**src/rtl/id_issue_buffer.sv**
```systemverilog
// Multi-lane circular buffer between instruction decode and issue.
// Accepts up to EnqWidth entries per cycle and presents the DeqWidth oldest to issue.
module id_issue_buffer #(
    parameter int EntryWidth    = 64,
    parameter int Depth         = 4,
    parameter int EnqWidth      = 2,
    parameter int DeqWidth      = 2,
    parameter int CtrlFlowAlone = 1
) (
    input  logic                                clk_i,
    input  logic                                rst_ni,
    input  logic                                flush_i,
    input  logic                                stall_i,
    input  logic [EnqWidth-1:0]                 in_valid_i,
    input  logic [EnqWidth-1:0][EntryWidth-1:0] in_data_i,
    input  logic [EnqWidth-1:0]                 in_ctrl_flow_i,
    output logic [EnqWidth-1:0]                 in_ready_o,
    output logic [DeqWidth-1:0]                 out_valid_o,
    output logic [DeqWidth-1:0][EntryWidth-1:0] out_data_o,
    output logic [DeqWidth-1:0]                 out_ctrl_flow_o,
    input  logic [DeqWidth-1:0]                 out_ack_i,
    output logic [$clog2(Depth):0]              count_o
);

    localparam int PtrW = $clog2(Depth);
    localparam int CntW = PtrW + 1;

    typedef struct packed {
        logic [EntryWidth-1:0] data;
        logic                  ctrl_flow;
    } entry_t;

    entry_t          r_storage [Depth];
    logic [PtrW-1:0] r_rd_ptr;
    logic [PtrW-1:0] r_wr_ptr;
    logic [CntW-1:0] r_count;

    logic [EnqWidth-1:0] w_enq;
    logic                w_blocked;
    int                  w_n_deq;
    int                  w_n_enq;
    int                  w_free_eff;

    // NOTE: every variable written here gets a default first, so no latch is inferred.
    always_comb begin
        w_blocked       = 1'b0;
        out_valid_o     = '0;
        out_data_o      = '0;
        out_ctrl_flow_o = '0;
        for (int j = 0; j < DeqWidth; j++) begin
            out_data_o[j]      = r_storage[r_rd_ptr + PtrW'(j)].data;
            out_ctrl_flow_o[j] = r_storage[r_rd_ptr + PtrW'(j)].ctrl_flow;
            out_valid_o[j]     = (CntW'(j) < r_count) && !((CtrlFlowAlone != 0) && w_blocked);
            w_blocked          = w_blocked | out_ctrl_flow_o[j];
        end
    end

    // Acks free space in the same cycle, so a full buffer can still accept.
    always_comb begin
        w_n_deq = 0;
        w_n_enq = 0;
        for (int j = 0; j < DeqWidth; j++) begin
            w_n_deq = w_n_deq + int'(out_ack_i[j] && !flush_i);
        end
        w_free_eff = Depth - int'(r_count) + w_n_deq;
        for (int k = 0; k < EnqWidth; k++) begin
            in_ready_o[k] = rst_ni && in_valid_i[k] && !stall_i && !flush_i && (k < w_free_eff);
            w_enq[k]      = in_valid_i[k] && in_ready_o[k];
            w_n_enq       = w_n_enq + int'(w_enq[k]);
        end
    end

    always_ff @(posedge clk_i or negedge rst_ni) begin
        if (!rst_ni) begin
            r_rd_ptr <= '0;
            r_wr_ptr <= '0;
            r_count  <= '0;
            // NOTE: storage is small and must read back as zero after reset, so it is reset too.
            for (int i = 0; i < Depth; i++) begin
                r_storage[i] <= '0;
            end
        end else if (flush_i) begin
            r_rd_ptr <= '0;
            r_wr_ptr <= '0;
            r_count  <= '0;
        end else begin
            for (int k = 0; k < EnqWidth; k++) begin
                if (w_enq[k]) begin
                    r_storage[r_wr_ptr + PtrW'(k)] <= '{data: in_data_i[k], ctrl_flow: in_ctrl_flow_i[k]};
                end
            end
            r_rd_ptr <= r_rd_ptr + PtrW'(w_n_deq);
            r_wr_ptr <= r_wr_ptr + PtrW'(w_n_enq);
            r_count  <= CntW'(int'(r_count) + w_n_enq - w_n_deq);
        end
    end

    assign count_o = r_count;

    a_in_valid_prefix: assert property (@(posedge clk_i) disable iff (!rst_ni)
        (in_valid_i & (in_valid_i + EnqWidth'(1))) == '0);
    a_ack_prefix: assert property (@(posedge clk_i) disable iff (!rst_ni || flush_i)
        (out_ack_i & (out_ack_i + DeqWidth'(1))) == '0);
    a_ack_valid: assert property (@(posedge clk_i) disable iff (!rst_ni || flush_i)
        (out_ack_i & ~out_valid_o) == '0);
    a_count_range: assert property (@(posedge clk_i) disable iff (!rst_ni || flush_i)
        (int'(r_count) + w_n_enq - w_n_deq <= Depth) && (int'(r_count) + w_n_enq - w_n_deq >= 0));

endmodule

```
**config.mk**
```make
export PLATFORM = sky130hd
export DESIGN_NAME = id_issue_buffer
export DESIGN_NICKNAME = d
export VERILOG_FILES = /design/src/rtl/id_issue_buffer.sv
export SDC_FILE = /design/constraint.sdc
export NUM_CORES = 1
export LEC_CHECK = 0
export ABC_AREA = 0
export BUFFER_PORTS_ARGS = -buffer_cell sky130_fd_sc_hd__buf_2
export CORE_MARGIN = 1
export CORE_UTILIZATION = 30
export DETAILED_ROUTE_END_ITERATION = 12
export PLACE_DENSITY = 0.46
export SYNTH_ARGS = -nofsm -noshare
export SYNTH_HDL_FRONTEND = slang
export SYNTH_SLANG_ARGS = --single-unit
```
**constraint.sdc**
```tcl
create_clock -name clk_i -period 5.15 [get_ports clk_i]
set_input_delay 0.515 -clock clk_i [delete_from_list [all_inputs] [get_ports clk_i]]
set_output_delay 0.515 -clock clk_i [all_outputs]
set_load 0.01 [all_outputs]
```
==> reports/qor.yml, run 1 <==
run_status:
  status: "finished clean"
clocking:
  clock-sinks: 267
  root_buffer: "clkbuf_16"
  clock_latency_ns: 0.54
  cts_buffers: 35
  htreeDepth: 2
  clockBufferDepth: 3
  post-cts-setup-buffer-count: 0
  path_clk_slew_ns: 0.06
  cts_tree: "built"
placement:
  place_congestion: 0.775
  port_buffers: 274
  hpwl_mm: 32.3
power:
  vdd_drop_max_mv: 0.224
  power-per-cell-area_nw_per_um2: 509
  p_leak_nw: 7.27
  p_total_mw: 9.42
global_routing:
  grt_overflow: 0
  antenna_found_initial: 8
  grt_pass1_vias: 12400
  grt_first_pass_wirelength_mm: 82.3
  grt_max_degree: 119
  track_usage: 0.206
synthesis:
  netlist_instances: 1186
  synth_top_area_frac: 0.432
  ys_seq_area_frac: 0.432
  yosysUniqueCellTypes: 44
  synth.net_count: 1335
  ys_warn_count: 0
  synth_area_leaders: "dfrtp_1, mux4_2, o221a_1, o221a_2, nand2_1"
  ys_seq_elements: 267
  syn_area_per_cell_um2: 13.0
  synth.largest_area_cell: "dfrtp_1"
  syn-cell-area_um2: 15500
worst_setup_path:
  ff2ff_path_depth: 17
  timing.rr.start: "count_o[0]"
  crit_type: "reg -> reg"
  worstPathRequired_ns: 5.54
  endpoint: "count_o[2]"
  cp_max_fo: 11
  r2r-end: "count_o[2]"
  worstSetupEndpointType: "flip-flop"
  critPathLaunch: "count_o[0]"
  r2r_slack_ns: 0.82
  startpoint_type: "flip-flop"
  arrival_ns: 4.72
routing:
  vias_per_cell: 5.70
  num_vias: 12000
  drcViolationCount: 0
  first_pass_iters: 5
  drtIter0Drc: 879
  post_drt_wl_per_cell_um: 25.8
  antenna_left: 0
  wirelength_mm: 54.3
finish:
  layout_commonest_cell: "buf_2"
  drive_gt1_frac: 0.453
  synthToLayoutAreaGrowth_pct: 19.6
  nets: 1555
  final_cell_mix: "buf_2, dfrtp_1, o221a_1"
sta:
  tightest_slew_ns: 1.08
  finClkSkew_ns: 0.0157
  rsz0062_at_grt: "false"
  fin_crit_sh: 0.840
  slew_violations: 0
  slew_headroom: 0.282
  fin_tns_setup_ns: 0
  timing.fmax_ghz: 0.231
  hold_violations: 0
  layout_min_cycle_time_ns: 4.33
  setup_violations: 0
floorplanning:
  die_y_um: 229
  dieArea_um2: 52500
  ios: 275
  die-width_um: 229
  fp.coreArea_um2: 50500
  start_util: 0.306
  placementRows: 82
run:
  drv_cap: 0
hold_path:
  min_path_type: "in -> reg"
  hold_start: "in_data_i[127]"
[layout make-up]
class / instances / area, um^2
Antenna cell: 4 / 10.0
Clock buffer: 55 / 1060
Clock inverter: 6 / 109
Fill cell: 5009 / 32000
Inverter: 6 / 22.5
Multi-Input combinational cell: 788 / 8000
Sequential cell: 267 / 6690
Tap cell: 672 / 841
Timing Repair Buffer: 308 / 1770
[state kept, by name (all words and copies together), names as in the netlist]
register and count:
r_storage 260, count_o 3, r_rd_ptr 2, r_wr_ptr 2
[per-layer routing]
layer | global-route usage | vias up | routed length (um)
met5 | 0 | - | 64
met4 | 0.0602 | 12 | 1100
met3 | 0.0453 | 79 | 3430
met2 | 0.326 | 412 | 25500
met1 | 0.283 | 6315 | 24200
li1 | - | 5177 | -
[report_power, final]
group | internal [mW] | switching (mW)
sequential | 2.83 | 0.672
clock | 1.56 | 0.976
combinational | 1.94 | 1.44
[Yosys cell counts (all sizes together)]
library cell and n:
nor2 67, nor3 1, o41ai 1, o211a 3
nand3b 2, o221a 260, or2b 6, mux4 130
and2 1, o31a 1, a21o 3, a21oi 1
and4b 1, buf 73, o2111a 2, or2 64
nor3b 4, a31oi 1, inv 6, o211ai 2
nand2 157, fa 1, xor2 3, nor2b 6
nand2b 40, xnor2 5, and3b 3, nor4 2
o21ai 2, a211oi 1, ha 10, o31ai 2
or3 2, or4 1, a22o 1, o21a 2
dfrtp 267, clkbuf 52
[metrics by stage]
stage                     hold slack [ns]  worst slack, ns  instances  cell area [um^2]   util
after floorplan                     0.219            0.221       1186             15500      -
after global placement              0.423            0.602       2040             17300  0.343
after detailed placement            0.424            0.563       2040             17300  0.343
after CTS                           0.248            0.799       2102             18500  0.366
after global routing                0.278            0.531       2103             18500  0.366
final                               0.279            0.823       2106             18500  0.366
[worst min-delay path by stage]
| stage | cells past startpoint | slack (ns) | to |
|---|---|---|---|
| 2_1_floorplan | 0 | 0.22 | count_o[0] |
| 3_3_place_gp | 1 | 0.42 | r_storage[247] |
| 3_5_place_dp | 1 | 0.42 | r_storage[247] |
| 4_1_cts | 2 | 0.25 | r_storage[259] |
| 5_1_grt | 2 | 0.28 | r_storage[195] |
| 6_report | 2 | 0.28 | r_storage[259] |
[cell families (layout without fill, tap and decap cells)]
family / Yosys count / after routing / synth area share
muxes: 130 / 130 / 0.189
AOI/OAI and AO/OA: 282 / 282 / 0.202
xor gates and xnor gates: 8 / 8 / 0.00453
and+or+nand+nor: 357 / 357 / 0.110
other: 0 / 4 / 0
DFF: 267 / 267 / 0.432
buffers and inverters: 131 / 375 / 0.0528
adders and majority gates: 11 / 11 / 0.00939
[worst max-delay path: stages (launching register included)]
cell and delay (ns):
dfrtp_1 0.53, inv_1 0.09, ha_1 0.35, and4b_1 0.28, or4_4 0.56, a31oi_4 0.34, o2111a_1 0.24, buf_4 0.18
ha_1 0.27, inv_1 0.07, ha_1 0.22, inv_1 0.06, ha_1 0.14, inv_1 0.05, fa_1 0.42, xnor2_1 0.14
xnor2_1 0.18, nor2_1 0.06
[what timing repair did]
action	4_1_cts	5_1_grt
resized for setup	0	0
endpoints found under the hold margin	33	0
hold buffers	1	0
Note: power is estimated with default switching activity, not from simulation.
==> run 2, diff against run 1 <==
--- a/config.mk
+++ b/config.mk
@@ -10,7 +10,7 @@
 export CORE_MARGIN = 1
 export CORE_UTILIZATION = 30
 export DETAILED_ROUTE_END_ITERATION = 12
-export PLACE_DENSITY = 0.46
+export PLACE_DENSITY = 0.48
 export SYNTH_ARGS = -nofsm -noshare
 export SYNTH_HDL_FRONTEND = slang
 export SYNTH_SLANG_ARGS = --single-unit
==> constraint.sdc (replaced) <==
create_clock -name clk_i -period 3.6 [get_ports clk_i]
set_input_delay 0.36 -clock clk_i [delete_from_list [all_inputs] [get_ports clk_i]]
set_output_delay 0.36 -clock clk_i [all_outputs]
set_load 0.01 [all_outputs]
==> run 2 against run 1 <==
The flow now finishes with violations (negative hold slack). Non-clock buffer count is 30 higher. Total power is 43% higher. Cell area is 2.4% higher. Register-to-register slack worse by 0.74 ns.
==> reports/qor.yml, run 2 (synthesis results as in run 1) <==
run_status:
  status: "finished, violations left"  # was finished clean
  violations: "negative hold slack"
floorplanning:
  dieArea_um2: 52500  # unchanged
  placementRows: 82  # unchanged
  ios: 275  # unchanged
  die-width_um: 229  # unchanged
  fp.coreArea_um2: 50500  # unchanged
  start_util: 0.306  # unchanged
  die_y_um: 229  # unchanged
worst_setup_path:
  crit_type: "reg -> reg"  # unchanged
  startpoint_type: "flip-flop"  # unchanged
  crit_buf_inv: 4  # was 5
  cp_common_cell: "ha_4"
  arrival_ns: 3.89  # was 4.72 ns
  cp_max_fo: 5  # was 11
  slowest_stage: "or4_4"  # unchanged
  max_stage_delay_ns: 0.55  # was 0.56 ns
  cp_cell_sequence: "buf_6, ha_4, and3b_2, or4_4, a31oi_4, o2111a_2, ha_4, inv_2, ha_4, inv_4, ha_4, inv_2, fa_2, xnor2_2, xnor2_1, nor2_1"  # was inv_1, ha_1, and4b_1, or4_4, a31oi_4, o2111a_1, buf_4, ha_1, inv_1, ha_1, inv_1, ha_1, inv_1, fa_1, xnor2_1, xnor2_1, nor2_1
  worstPathRequired_ns: 3.98  # was 5.54 ns
  cp_top_family: "adder cells"  # unchanged
  worstSetupEndpointType: "flip-flop"  # unchanged
sta:
  slew_violations: 0  # unchanged
  hold_violations: 21  # was 0
  tightest_slew_ns: 0.943  # was 1.08 ns
  rsz0062_at_grt: "true"  # was false
  fin_crit_sh: 0.976  # was 0.840
  slew_headroom: 0.372  # was 0.282
  timing.fmax_ghz: 0.285  # was 0.231 GHz
  timing.hold.ws_ns: -0.0552  # was 0.279 ns
  setup_violations: 0  # unchanged
  layout_min_cycle_time_ns: 3.51  # was 4.33 ns
  finClkSkew_ns: 0.0246  # was 0.0157 ns
routing:
  wirelength_mm: 54.8  # was 54.3 mm
  num_vias: 12200  # was 12000
  antenna_left: 0  # unchanged
  first_pass_iters: 5  # unchanged
  vias_per_cell: 5.71  # was 5.70
  top_layer: "met5"  # unchanged
  dr_wl_met2_mm: 25.7  # was 25.5 mm
  post_drt_wl_per_cell_um: 25.7  # was 25.8 um
  wl_met3_mm: 4.12  # was 3.43 mm
  drcViolationCount: 0  # unchanged
  routedLengthMet1_mm: 23.7  # was 24.2 mm
  drtIter0Drc: 922  # was 879
finish:
  largest-register: "r_storage"  # unchanged
  drive_gt1_frac: 0.479  # was 0.453
  largest_reg_flops: 260  # unchanged
  layout_commonest_cell: "buf_2"  # unchanged
  nets: 1585  # was 1555
  utilization: 0.375  # was 0.366
  synthToLayoutAreaGrowth_pct: 22.5  # was 19.6%
  final_cell_mix: "buf_2, dfrtp_1, o221a_1"  # unchanged
clocking:
  clockBufferDepth: 3  # unchanged
  clock_latency_ns: 0.54  # about the same
  postCtsHoldBufs: 0  # was 1
  cts_buffers: 35  # unchanged
  htreeDepth: 2  # unchanged
  path_clk_slew_ns: 0.06  # about the same
  root_buffer: "clkbuf_16"  # unchanged
  clock-sinks: 267  # unchanged
  cts_tree: "built"  # unchanged
placement:
  port_buffers: 274  # unchanged
  hpwl_mm: 32.2  # was 32.3 mm
  place_congestion: 0.776  # was 0.775
run:
  drv_cap: 0  # unchanged
hold_path:
  min_path_type: "in -> async"  # was in -> reg
power:
  vdd_drop_max_mv: 0.341  # was 0.224 mV
  power-per-cell-area_nw_per_um2: 711  # was 509 nW/um^2
  p_leak_nw: 7.45  # was 7.27 nW
global_routing:
  grt_pass1_vias: 12800  # was 12400
  grt_max_degree: 135  # was 119
  grt_first_pass_wirelength_mm: 82.7  # was 82.3 mm
  track_usage: 0.207  # was 0.206
  grt_overflow: 0  # unchanged
  antenna_found_initial: 9  # was 8
## run 2: repair_timing
action | in CTS | in global routing
pin swaps | 3 | 14
setup endpoints to repair | 1 | 2
resized for setup | 2 | 22
setup buffers | 1 | 4
cloned | 0 | 0
## run 2: path summary, 6_finish.rpt
kind	endpoint	slack [ns]	cells after the start	start
hold / removal	r_storage[116]	-0.06	2	rst_ni
hold reg to reg	r_storage[5]	0.56	1	r_storage[5]
max in group asynchronous	r_storage[160]	2.11	3	rst_ni
setup reg to reg	count_o[2]	0.09	16	count_o[0]
min in group clk_i	r_storage[259]	0.14	2	in_data_i[127]
setup / recovery	count_o[2]	0.09	16	count_o[0]
## run 2: where the power goes
part	leakage, nW	switching [mW]	total (mW)	internal, mW
combinational	3.54	2.17	5.14	2.96
clock	0.533	1.36	3.36	2.00
sequential	3.38	0.921	4.97	4.05
## run 2: layout make-up
cell class / instances / area (um^2)
Sequential cell: 267 / 6690
Antenna cell: 3 / 7.51
Timing Repair Buffer: 338 / 2180
Multi-Input combinational cell: 788 / 8130
Fill cell: 4924 / 31500
Inverter: 6 / 25.0
Tap cell: 672 / 841
Clock buffer: 50 / 1000
Clock inverter: 9 / 76.3
## run 2: per-stage QoR
stage | power (mW) | instances | TNS (ns) | setup WS [ns] | instance area [um^2]
2_1_floorplan | 7.97 | 1186 | -0.805 | -0.473 | 15500
3_3_place_gp | 9.95 | 2066 | -0.319 | -0.231 | 17700
3_5_place_dp | 10.0 | 2066 | -0.450 | -0.309 | 17700
4_1_cts | 13.5 | 2126 | 0 | 0.00949 | 18800
5_1_grt | 14.2 | 2132 | -0.0627 | -0.0627 | 18900
6_report | 13.5 | 2133 | 0 | 0.0874 | 18900
## run 2: layer usage
layer,up-vias,GRT usage
li1,5241,-
met1,6375,0.277
met2,465,0.331
met3,97,0.0524
met4,12,0.0590
met5,-,0
